===== src/rtl/polyvec_pair_loader.sv =====
// polyvec_pair_loader: packs a ready/valid stream of 16-bit coefficients into
// (even, odd) pairs and presents them to one operand port of the polyvec
// basemul/accumulate stage. Each pair carries its even index and poly select.
// A one-cycle full_in pulse follows the final pair of the polyvec.
module polyvec_pair_loader #(
  parameter int DEPTH   = 8,
  parameter int KYBER_K = 3
) (
  input  logic             clk,
  input  logic             reset,
  input  logic             set,
  input  logic             start,
  input  logic             s_valid,
  output logic             s_ready,
  input  logic [15:0]      s_data,
  input  logic             dst_ok,
  output logic             readin,
  output logic [15:0]      din_1,
  output logic [15:0]      din_2,
  output logic [DEPTH-1:0] index,
  output logic [3:0]       k,
  output logic             full_in,
  output logic             busy,
  output logic             done
);

  typedef enum logic [1:0] {IDLE, LOAD, FULL, DONE} state_t;

  // Highest even index in a poly (N-2) and the last poly select.
  localparam logic [DEPTH-1:0] LAST_INDEX = {{(DEPTH-1){1'b1}}, 1'b0};
  localparam logic [DEPTH-1:0] INDEX_STEP = DEPTH'(2);
  localparam logic [3:0]       LAST_K     = 4'(KYBER_K - 1);

  state_t      state;
  logic        half;        // one coefficient of the next pair held in lo_r
  logic        pair_valid;  // din_1/din_2 hold a pair not yet written
  logic [15:0] lo_r;

  logic wr_fire;
  logic last_fire;
  logic accept;

  // A presented pair completes when the consumer is ready and the clock is enabled.
  assign wr_fire   = pair_valid & dst_ok & set;
  assign last_fire = wr_fire & (index == LAST_INDEX) & (k == LAST_K);

  // Room exists unless a full pair is stuck and the half slot is already taken.
  // The final write closes the window, so nothing is taken in that cycle.
  assign s_ready = set & (state == LOAD) & (~half | ~pair_valid | wr_fire) & ~last_fire;
  assign accept  = s_valid & s_ready;

  assign readin = pair_valid;
  assign busy   = (state == LOAD) | (state == FULL);
  assign done   = (state == DONE);

  // Load FSM, coefficient packing and pair addressing.
  always_ff @(posedge clk or posedge reset) begin
    if (reset) begin
      state      <= IDLE;
      half       <= 1'b0;
      pair_valid <= 1'b0;
      lo_r       <= '0;
      din_1      <= '0;
      din_2      <= '0;
      index      <= '0;
      k          <= '0;
      full_in    <= 1'b0;
    end else if (set) begin
      case (state)
        IDLE, DONE: begin
          if (start) begin
            state      <= LOAD;
            index      <= '0;
            k          <= '0;
            half       <= 1'b0;
            pair_valid <= 1'b0;
          end
        end
        LOAD: begin
          if (accept) begin
            if (!half) begin
              lo_r <= s_data;
              half <= 1'b1;
            end else begin
              // A completing accept replaces any pair written this cycle,
              // so pair_valid stays high without a bubble.
              din_1      <= lo_r;
              din_2      <= s_data;
              pair_valid <= 1'b1;
              half       <= 1'b0;
            end
          end
          if (wr_fire && !(accept && half)) begin
            pair_valid <= 1'b0;
          end
          if (last_fire) begin
            // index and k keep their final values for the consumer.
            state   <= FULL;
            full_in <= 1'b1;
          end else if (wr_fire) begin
            index <= index + INDEX_STEP;
            if (index == LAST_INDEX) begin
              k <= k + 4'd1;
            end
          end
        end
        FULL: begin
          full_in <= 1'b0;
          state   <= DONE;
        end
        default: begin
          state <= IDLE;
        end
      endcase
    end
  end

endmodule


===== config.mk =====
export PLATFORM = sky130hd
export DESIGN_NAME = polyvec_pair_loader
export DESIGN_NICKNAME = d
export VERILOG_FILES = /design/src/rtl/polyvec_pair_loader.sv
export SDC_FILE = /design/constraint.sdc
export NUM_CORES = 1
export LEC_CHECK = 0
export CORE_UTILIZATION = 50
export DETAILED_ROUTE_END_ITERATION = 12
export PLACE_DENSITY = 0.81
export SYNTH_ARGS = -nofsm -noshare
export SYNTH_HDL_FRONTEND = slang
export SYNTH_SLANG_ARGS = --single-unit

===== constraint.sdc =====
create_clock -name clk -period 2.7 [get_ports clk]
set_input_delay 0.54 -clock clk [delete_from_list [all_inputs] [get_ports clk]]
set_output_delay 0.54 -clock clk [all_outputs]
set_load 0.1 [all_outputs]

# [Word level (Yosys, flattened, before mapping)]
# Cells that the tools add are included.
[totals] reg_bits=65 input_bits=22 elab_cells=75
[op_classes] addsub=2 eq_ne=13 mux=22 bitwise=14 reduce_logical=15
[ops] cell="8-bit two-way mux" count=3
[ops] cell="4-bit two-way mux" count=4
[ops] cell="8-bit one-hot mux with 2 select lines" count=1
[ops] cell="2-bit != test, second input constant" count=6
[ops] cell="4-bit AND reduction" count=3
[ops] cell="5-bit AND reduction" count=2
[ops] cell="8-bit by 2-bit adder with 8-bit output, second input constant" count=1
[ops] cell="1-bit AND" count=8
[ops] cell="8-bit equality test, second input constant" count=1
[ops] cell="4-bit one-hot mux with 2 select lines" count=1
[ops] cell="1-bit two-way mux" count=7
[ops] cell="3-bit by 2-bit != test with 1-bit output, second input constant" count=2
[ops] cell="1-bit one-hot mux with 2 select lines" count=3
[ops] cell="2-bit one-hot mux with 3 select lines" count=1
[ops] cell="3-bit AND reduction" count=2
[ops] cell="6-bit AND reduction" count=1
[ops] cell="4-bit by 1-bit adder with 4-bit output, second input constant" count=1
[ops] cell="2-bit equality test, second input constant" count=2
[ops] cell="4-bit by 2-bit equality test with 1-bit output, second input constant" count=1
[ops] cell="2-bit two-way mux" count=2
[ops] cell="2-bit nonzero test" count=2
[ops] cell="1-bit NOT" count=3
[ops] cell="1-bit OR" count=3
[ops] cell="2-bit by 1-bit equality test with 1-bit output, second input constant" count=1
[ops] cell="other kinds (4)" count=5

# [Depth between registers and ports, before layout]
# Gate-level depths: netlist of run 1.
[depth] ltp_word=12 mapped_depth=8

# [Worst setup path before layout of run 1]
# No wires, ideal clock.
[synth_path] kind="register -> output" start="reg k[0]" end="out s_ready" arrival_ps=2665 required_ps=2160 slack_ps=-505 stages_incl_launch_ff=7 n_path_buf=0 path_cell_list="dfrtp_1 > inv_1 > ha_1 > and4bb_1 > and4bb_4 > nor2b_4 > and3_1"
[synth_via] elab_chain_len=4
[synth_lines] element="start: declaration" line="21" source="output logic [3:0] k,"
[synth_lines] element="start signal: assignment" line="103" source="k <= k + 4'd1;"
[synth_lines] element="4-bit by 2-bit equality test with 1-bit output" line="45" source="assign last_fire = wr_fire & (index == LAST_INDEX) & (k == LAST_K);"
[synth_lines] element="1-bit AND" line="45"
[synth_lines] element="1-bit NOT" line="49" source="assign s_ready = set & (state == LOAD) & (~half | ~pair_valid | wr_fire) & ~last_fire;"
[synth_lines] element="1-bit AND" line="49"
[synth_lines] element="end: declaration" line="14" source="output logic s_ready,"
# No other way between the ends.

# [Worst setup path after layout of run 1]
# Ends and elaborated chain as after synthesis.

==> results of run 1 <==
metal layers:
metal  wire [µm]  vias to the layer above  GRT usage
met4         155                        0      0.115
met3         235                       14     0.0411
met5           0                        -          0
met1        2790                      927      0.288
li1            -                      900          -
met2        2760                       59      0.306
cell families after synthesis:
kind of cell | count (synthesis) | synth area share
DFF | 64 | 0.534
muxes | 53 | 0.246
and+or+nand+nor | 44 | 0.105
AOI/OAI and AO/OA | 24 | 0.0547
buffers and inverters | 14 | 0.0313
adders and majority gates | 6 | 0.0250
other | 1 | 0.00125
xor gates and xnor gates | 1 | 0.00292
metrics by stage:
stage,std cells,hold WS [ns]
2_1_floorplan,207,0.474
3_3_place_gp,349,0.484
3_5_place_dp,349,0.495
4_1_cts,365,0.511
5_1_grt,365,0.527
6_report,365,0.502
sequential cells by signal, summed over array words and instances (netlist names):
| signal | cells |
|---|---|
| din_2 | 16 |
| full_in | 1 |
| readin | 1 |
| state | 2 |
| half | 1 |
| index | 7 |
| k | 4 |
| din_1 | 16 |
| lo_r | 16 |
synth_stat cells (all sizes together):
cell,instances
o41ai,1
nand3,5
xnor2,1
o311ai,1
o21ai,8
a41o,1
clkbuf,1
a211oi,1
ha,6
a31oi,1
a21o,1
mux2i,5
nand2b,4
or3,3
a21boi,1
buf,6
a31o,1
and3,1
nor4,1
mux2,48
nand4b,3
and4,1
conb,1
inv,7
o2111ai,1
nor2,6
and4bb,2
a21oi,4
nor3,1
nand2,12
or2,1
nor3b,1
a21bo,2
a32o,1
nand4,1
dfrtp,64
nor2b,1
nand3b,1
area by class of cell:
class,count,area (µm²),area share
clock buffers,9,124,0.0317
clock inverters,7,103,0.0263
inverters,7,26.3,0.00673
multi-input cells,129,1300,0.334
flip-flops and latches,64,1600,0.411
well taps,72,90.1,0.0231
repair buffers,77,656,0.168
worst register-to-register path, cell delays in order (launching register included):
cell and delay (ns):
sky130_fd_sc_hd__dfrtp_2 0.41, sky130_fd_sc_hd__inv_1 0.05, sky130_fd_sc_hd__ha_1 0.19, sky130_fd_sc_hd__and4bb_1 0.21, sky130_fd_sc_hd__and4bb_4 0.23, sky130_fd_sc_hd__nor2b_4 0.18, sky130_fd_sc_hd__nand4b_4 0.37, sky130_fd_sc_hd__mux2_4 0.42
worst min path at each step:
stage,start,to,slack [ns],cells after the start
floorplan,lo_r[7],lo_r[7],0.47,1
detailed placement,lo_r[13],din_1[13],0.50,1
global placement,lo_r[7],din_1[7],0.48,1
finish,lo_r[5],din_1[5],0.50,1
global route,lo_r[14],din_1[14],0.53,1
CTS,lo_r[5],din_1[5],0.51,1
==> metrics.txt, run 1 <==
# TYPE chip_impl_metric gauge
chip_impl_metric{name="overflow",unit=""} 0
chip_impl_metric{name="portion_of_the_post_synthesis_area_used_by_sequential_elements",unit=""} 0.534
chip_impl_metric{name="worst_pin_slew",unit="ns"} 0.548
chip_impl_metric{name="floorplan.io_pins",unit=""} 71
chip_impl_metric{name="core.rowCount",unit=""} 27
chip_impl_metric{name="nNetsFinal",unit=""} 316
chip_impl_metric{name="worst_setup_hold_path_clk_slew",unit="ns"} 0.08
chip_impl_info{name="yosys-top-cells-area",value="sky130_fd_sc_hd__dfrtp_1, sky130_fd_sc_hd__mux2_4, sky130_fd_sc_hd__mux2_2, sky130_fd_sc_hd__ha_1, sky130_fd_sc_hd__buf_6"} 1
chip_impl_metric{name="drt_first_iter_violations",unit=""} 100
chip_impl_metric{name="finalCriticalPeriod",unit="ns"} 2.57
chip_impl_metric{name="track_usage",unit=""} 0.208
chip_impl_metric{name="synth_cell_type_count",unit=""} 43
chip_impl_metric{name="synth_register_bits",unit=""} 64
chip_impl_metric{name="area.growth.synth_to_final",unit="%"} 30.3
chip_impl_info{name="clock_tree_root_buffer_cell",value="sky130_fd_sc_hd__clkbuf_8"} 1
chip_impl_metric{name="cts-hold-fix-buffers",unit=""} 0
chip_impl_metric{name="delay_contributed_by_the_slowest_stage_of_the_critical_path",unit="ns"} 0.41
chip_impl_metric{name="finalWeightedCongestion",unit=""} 0.882
chip_impl_metric{name="finClkSkew",unit="ns"} 0.0140
chip_impl_metric{name="hpwl",unit="µm"} 4190
chip_impl_metric{name="layout_worst_path_cycle_share",unit=""} 0.951
chip_impl_metric{name="fin_area",unit="mm²"} 0.00391
chip_impl_info{name="setup.worst_path.end",value="s_ready"} 1
chip_impl_info{name="critPathTopFamily",value="simple AND/OR/NAND/NOR gates"} 1
chip_impl_metric{name="biggest_fanout_along_the_worst_timing_path",unit=""} 6
chip_impl_metric{name="first_pass_grt_wire_length",unit="µm"} 9900
chip_impl_metric{name="critical_path_required",unit="ns"} 2.16
chip_impl_info{name="timing.critical_path.from",value="k[0]"} 1
chip_impl_metric{name="grt_max_degree",unit=""} 45
chip_impl_metric{name="clk_latency",unit="ns"} 0.35
chip_impl_info{name="final_common_cell",value="sky130_fd_sc_hd__dfrtp_1"} 1
chip_impl_metric{name="final.fill_count",unit=""} 413
chip_impl_metric{name="worstPathArrival",unit="ns"} 2.03
chip_impl_metric{name="regToRegSetupSlack",unit="ns"} 0.52
chip_impl_info{name="critical_path.cell_chain",value="inv_1, ha_1, and4bb_1, and4bb_4, nor2b_4, and3_2, buf_12"} 1
chip_impl_info{name="status",value="finished clean"} 1
chip_impl_info{name="origin_of_the_critical_flop_to_flop_path",value="k[0]"} 1
chip_impl_metric{name="synth.top_cell.area_share",unit=""} 0.534
chip_impl_metric{name="finalSetupViolCount",unit=""} 0
chip_impl_metric{name="n_antenna_cell",unit=""} 0
chip_impl_info{name="min-delay-path-class",value="flip-flop to flip-flop"} 1
chip_impl_metric{name="rr_worst_depth",unit=""} 7
chip_impl_metric{name="grt_antenna_before_repair",unit=""} 0
chip_impl_metric{name="cts.path.max_buffers",unit=""} 2
chip_impl_metric{name="final_wirelength",unit="µm"} 5940
chip_impl_metric{name="post-place-ws",unit="ns"} 0.157
chip_impl_info{name="rsz_0062_raised_after_global_routing",value="false"} 1
chip_impl_metric{name="fin_util",unit=""} 0.692
chip_impl_metric{name="detail_route.vias_per_cell",unit=""} 5.21
chip_impl_metric{name="synth.yosys.warnings",unit=""} 0
chip_impl_metric{name="avgRoutedWirePerCell",unit="µm"} 16.3
chip_impl_info{name="worstSetupStartpointType",value="flip-flop"} 1
chip_impl_metric{name="grt_pass1_vias",unit=""} 1947
chip_impl_metric{name="postSynthCellCount",unit=""} 207
chip_impl_metric{name="synthesis.nets",unit=""} 235
chip_impl_metric{name="timing.final.hold_violations",unit=""} 0
chip_impl_info{name="crit_end_category",value="output pin"} 1
chip_impl_metric{name="route.antenna.remaining_nets",unit=""} 0
chip_impl_metric{name="buffer_ports.inserted",unit=""} 69
chip_impl_metric{name="timing.critical_path.depth",unit=""} 7
chip_impl_metric{name="post_cts.repair.setup_buffers",unit=""} 0
chip_impl_metric{name="number_of_gates_given_a_new_drive_strength_after_cts",unit=""} 0
chip_impl_info{name="synth.largest_area_cell",value="sky130_fd_sc_hd__dfrtp_1"} 1
chip_impl_metric{name="post_route_cells_drive_above_1_share",unit=""} 0.461
chip_impl_metric{name="clock.fmax",unit="MHz"} 390
chip_impl_metric{name="numCtsBuffers",unit=""} 9
chip_impl_metric{name="timing.critical_path.buf_inv",unit=""} 2
chip_impl_metric{name="max_capacitance_violation_count",unit=""} 0
chip_impl_metric{name="timing.slew.headroom",unit=""} 0.634
chip_impl_info{name="regToRegEndpoint",value="lo_r[10]"} 1
chip_impl_metric{name="postSynthAreaPerCell",unit="µm²"} 14.5
chip_impl_metric{name="initial_core_util",unit=""} 0.531
chip_impl_metric{name="vias",unit=""} 1900
chip_impl_metric{name="drc_violations_left",unit=""} 0
chip_impl_metric{name="max_transition_viols_final",unit=""} 0
chip_impl_metric{name="clock_sink_count",unit=""} 64
chip_impl_info{name="slowest_stage",value="sky130_fd_sc_hd__dfrtp_2"} 1
chip_impl_metric{name="final.setup.tns",unit="ns"} 0
chip_impl_metric{name="dieWidth",unit="µm"} 79.4
chip_impl_metric{name="h-tree-depth",unit=""} 3
chip_impl_metric{name="dieArea",unit="mm²"} 0.00631
chip_impl_metric{name="dr.pass1.iters",unit=""} 4
chip_impl_info{name="most-common-layout-cells",value="sky130_fd_sc_hd__dfrtp_1, sky130_fd_sc_hd__buf_4, sky130_fd_sc_hd__mux2_4, sky130_fd_sc_hd__clkdlybuf4s50_1, sky130_fd_sc_hd__nand2_1"} 1
chip_impl_metric{name="placed_area",unit="mm²"} 0.00368
chip_impl_metric{name="overall_die_height",unit="µm"} 79.4
chip_impl_info{name="clock_tree_from_tritoncts",value="built"} 1
chip_impl_info{name="crit_type",value="flip-flop to output pin"} 1
chip_impl_metric{name="floorplan.core_area",unit="mm²"} 0.00564
chip_impl_metric{name="synth.cell_area",unit="mm²"} 0.00300
chip_impl_metric{name="layout_setup_ws",unit="ns"} 0.133
Power of run 1 is not shown: default switching activity piles up to over one toggle a cycle in this logic, so the estimate is an artifact.
==> run 2, diff against run 1 <==
Settings changed: SETUP_SLACK_MARGIN set to 0.5.
==> run 2 against run 1 <==
  * Register-to-register slack worse by 0.11 ns
  * Global-route usage up 2.3 points
  * Cell area up 7.6%
  * Critical path type unchanged
  * Largest cell class unchanged
  * Highest routed layer unchanged
==> metrics.txt, run 2 (synthesis results as in run 1) <==
# TYPE chip_impl_metric gauge
chip_impl_info{name="status",value="finished clean"} 1
chip_impl_metric{name="finalSetupViolCount",unit=""} 0
chip_impl_metric{name="finClkSkew",unit="ns"} 0.00704
chip_impl_metric{name="drt_first_iter_violations",unit=""} 166
chip_impl_info{name="largest_registers",value="din_1: 16 flops, din_2: 16 flops, lo_r: 16 flops"} 1
chip_impl_metric{name="dpl.cell_count",unit=""} 347
chip_impl_metric{name="track_usage",unit=""} 0.231
chip_impl_metric{name="vias",unit=""} 2090
chip_impl_metric{name="clock.fmax",unit="MHz"} 424
chip_impl_info{name="clock_tree_root_buffer_cell",value="sky130_fd_sc_hd__clkbuf_8"} 1
chip_impl_info{name="final_common_cell",value="sky130_fd_sc_hd__buf_4"} 1
chip_impl_info{name="worst_hold_start",value="lo_r[8]"} 1
chip_impl_metric{name="initial_core_util",unit=""} 0.531
chip_impl_metric{name="post_route_cells_drive_above_1_share",unit=""} 0.539
chip_impl_metric{name="detail_route.vias_per_cell",unit=""} 5.50
chip_impl_metric{name="hold_slack",unit="ns"} 0.505
chip_impl_metric{name="grt_max_degree",unit=""} 30
chip_impl_info{name="origin_of_the_critical_flop_to_flop_path",value="k[1]"} 1
chip_impl_metric{name="nNetsFinal",unit=""} 331
chip_impl_metric{name="delay_contributed_by_the_slowest_stage_of_the_critical_path",unit="ns"} 0.42
chip_impl_metric{name="grt_pass1_vias",unit=""} 2006
chip_impl_metric{name="core.rowCount",unit=""} 27
chip_impl_metric{name="clk_latency",unit="ns"} 0.34
chip_impl_metric{name="finalCriticalPeriod",unit="ns"} 2.36
chip_impl_metric{name="area.growth.synth_to_final",unit="%"} 40.2
chip_impl_info{name="clock_tree_from_tritoncts",value="built"} 1
chip_impl_metric{name="regToRegSetupSlack",unit="ns"} 0.41
chip_impl_metric{name="dieWidth",unit="µm"} 79.4
chip_impl_metric{name="critical_path_required",unit="ns"} 2.16
chip_impl_metric{name="buffer_ports.inserted",unit=""} 69
chip_impl_metric{name="overall_die_height",unit="µm"} 79.4
chip_impl_info{name="critical_path.cell_chain",value="ha_4, and4bb_1, and4bb_4, nor2b_4, and3_4, buf_12"} 1
chip_impl_metric{name="numCtsBuffers",unit=""} 9
chip_impl_metric{name="drc_violations_left",unit=""} 0
chip_impl_metric{name="max_transition_viols_final",unit=""} 0
chip_impl_metric{name="final_wirelength",unit="µm"} 6960
chip_impl_metric{name="floorplan.core_area",unit="mm²"} 0.00564
chip_impl_metric{name="cts-hold-fix-buffers",unit=""} 0
chip_impl_metric{name="first_pass_grt_wire_length",unit="µm"} 10600
chip_impl_metric{name="clock_sink_count",unit=""} 64
chip_impl_metric{name="biggest_fanout_along_the_worst_timing_path",unit=""} 2
chip_impl_metric{name="floorplan.io_pins",unit=""} 71
chip_impl_info{name="timing.critical_path.from",value="k[1]"} 1
chip_impl_metric{name="dieArea",unit="mm²"} 0.00631
chip_impl_info{name="slowest_stage",value="sky130_fd_sc_hd__dfrtp_2"} 1
chip_impl_metric{name="grt_antenna_before_repair",unit=""} 0
chip_impl_metric{name="final.fill_count",unit=""} 375
chip_impl_metric{name="cts.path.max_buffers",unit=""} 2
chip_impl_metric{name="n_antenna_cell",unit=""} 0
chip_impl_info{name="most-common-layout-cells",value="sky130_fd_sc_hd__buf_4, sky130_fd_sc_hd__dfrtp_1, sky130_fd_sc_hd__mux2_4, sky130_fd_sc_hd__clkdlybuf4s50_1, sky130_fd_sc_hd__dfrtp_2"} 1
chip_impl_metric{name="layout_cells_excl_fill",unit=""} 380
chip_impl_metric{name="layout_worst_path_cycle_share",unit=""} 0.874
chip_impl_metric{name="fin_util",unit=""} 0.745
chip_impl_metric{name="worst_pin_slew",unit="ns"} 0.527
chip_impl_metric{name="hpwl",unit="µm"} 4130
chip_impl_metric{name="worstPathArrival",unit="ns"} 1.82
chip_impl_metric{name="route.antenna.remaining_nets",unit=""} 0
chip_impl_info{name="worstSetupStartpointType",value="flip-flop"} 1
chip_impl_metric{name="dr.pass1.iters",unit=""} 4
chip_impl_metric{name="max_capacitance_violation_count",unit=""} 0
chip_impl_metric{name="overflow",unit=""} 0
chip_impl_info{name="crit_end_category",value="output pin"} 1
chip_impl_metric{name="timing.slew.headroom",unit=""} 0.648
chip_impl_info{name="min-delay-path-class",value="flip-flop to flip-flop"} 1
chip_impl_metric{name="final.setup.tns",unit="ns"} 0
chip_impl_metric{name="avgRoutedWirePerCell",unit="µm"} 18.3
chip_impl_info{name="rsz_0062_raised_after_global_routing",value="true"} 1
chip_impl_metric{name="worst_setup_hold_path_clk_slew",unit="ns"} 0.07
chip_impl_info{name="crit_type",value="flip-flop to output pin"} 1
chip_impl_metric{name="finalWeightedCongestion",unit=""} 0.867
chip_impl_metric{name="h-tree-depth",unit=""} 3
chip_impl_metric{name="timing.final.hold_violations",unit=""} 0
run 2: cell types whose count changed in the layout (fill, tap and decap cells not counted), moves of 3 or more:
| cell | before | now |
|---|---|---|
| sky130_fd_sc_hd__ha_1 | 6 | 3 |
| sky130_fd_sc_hd__dfrtp_1 | 62 | 51 |
| sky130_fd_sc_hd__buf_4 | 54 | 59 |
| sky130_fd_sc_hd__dfrtp_2 | 2 | 13 |
| sky130_fd_sc_hd__buf_12 | 2 | 6 |
run 2: final timing paths:
kind | endpoint | depth (start not counted)
worst max-delay path | s_ready | 6
worst min-delay path | din_1[8] | 1
worst max register to register | din_2[11] | 10
worst min register to register | din_1[8] | 1
max in group asynchronous | din_1[4] | 3
min in group asynchronous | din_1[14] | 2
run 2: layout make-up:
class                   count  area, µm²  area share
clock buffers              10        128      0.0304
flip-flops and latches     64       1620       0.385
inverters                   7       26.3     0.00625
multi-input cells         129       1350       0.320
clock inverters             6        108      0.0256
well taps                  72       90.1      0.0214
repair buffers             92        886       0.211
run 2: metal layers:
layer  track usage  wire length [µm]  part of all wire  vias to the layer above
li1              -                 -                 -                      936
met1         0.316              3090              0.44                     1072
met2         0.345              3380              0.49                       78
met3        0.0640               419             0.060                        4
met4        0.0982                62            0.0089                        0
met5             0                 0                 0                        -
run 2: metrics by stage:
stage | cell area (µm²) | setup slack [ns]
6_report | 4200 | 0.339
5_1_grt | 4200 | 0.302
4_1_cts | 4040 | 0.332
3_5_place_dp | 3700 | 0.164
3_3_place_gp | 3700 | 0.167
2_1_floorplan | 3030 | 0.279
run 2: what timing repair did:
action / CTS / global route
gates cloned: 2 / 2
pin swaps: 1 / 3
endpoints found under the setup margin: 21 / 49
resized for setup: 4 / 15
setup buffers: 4 / 9
run 2: worst max-delay path, delay by kind of cell, from the launching register on:
| family | cells | cell delay (ns) |
|---|---|---|
| adders and majority gates | 1 | 0.16 |
| and+or+nand+nor | 4 | 0.73 |
| DFF | 1 | 0.42 |
| buffers and inverters | 1 | 0.17 |
Power of run 2 is left out for the same reason.
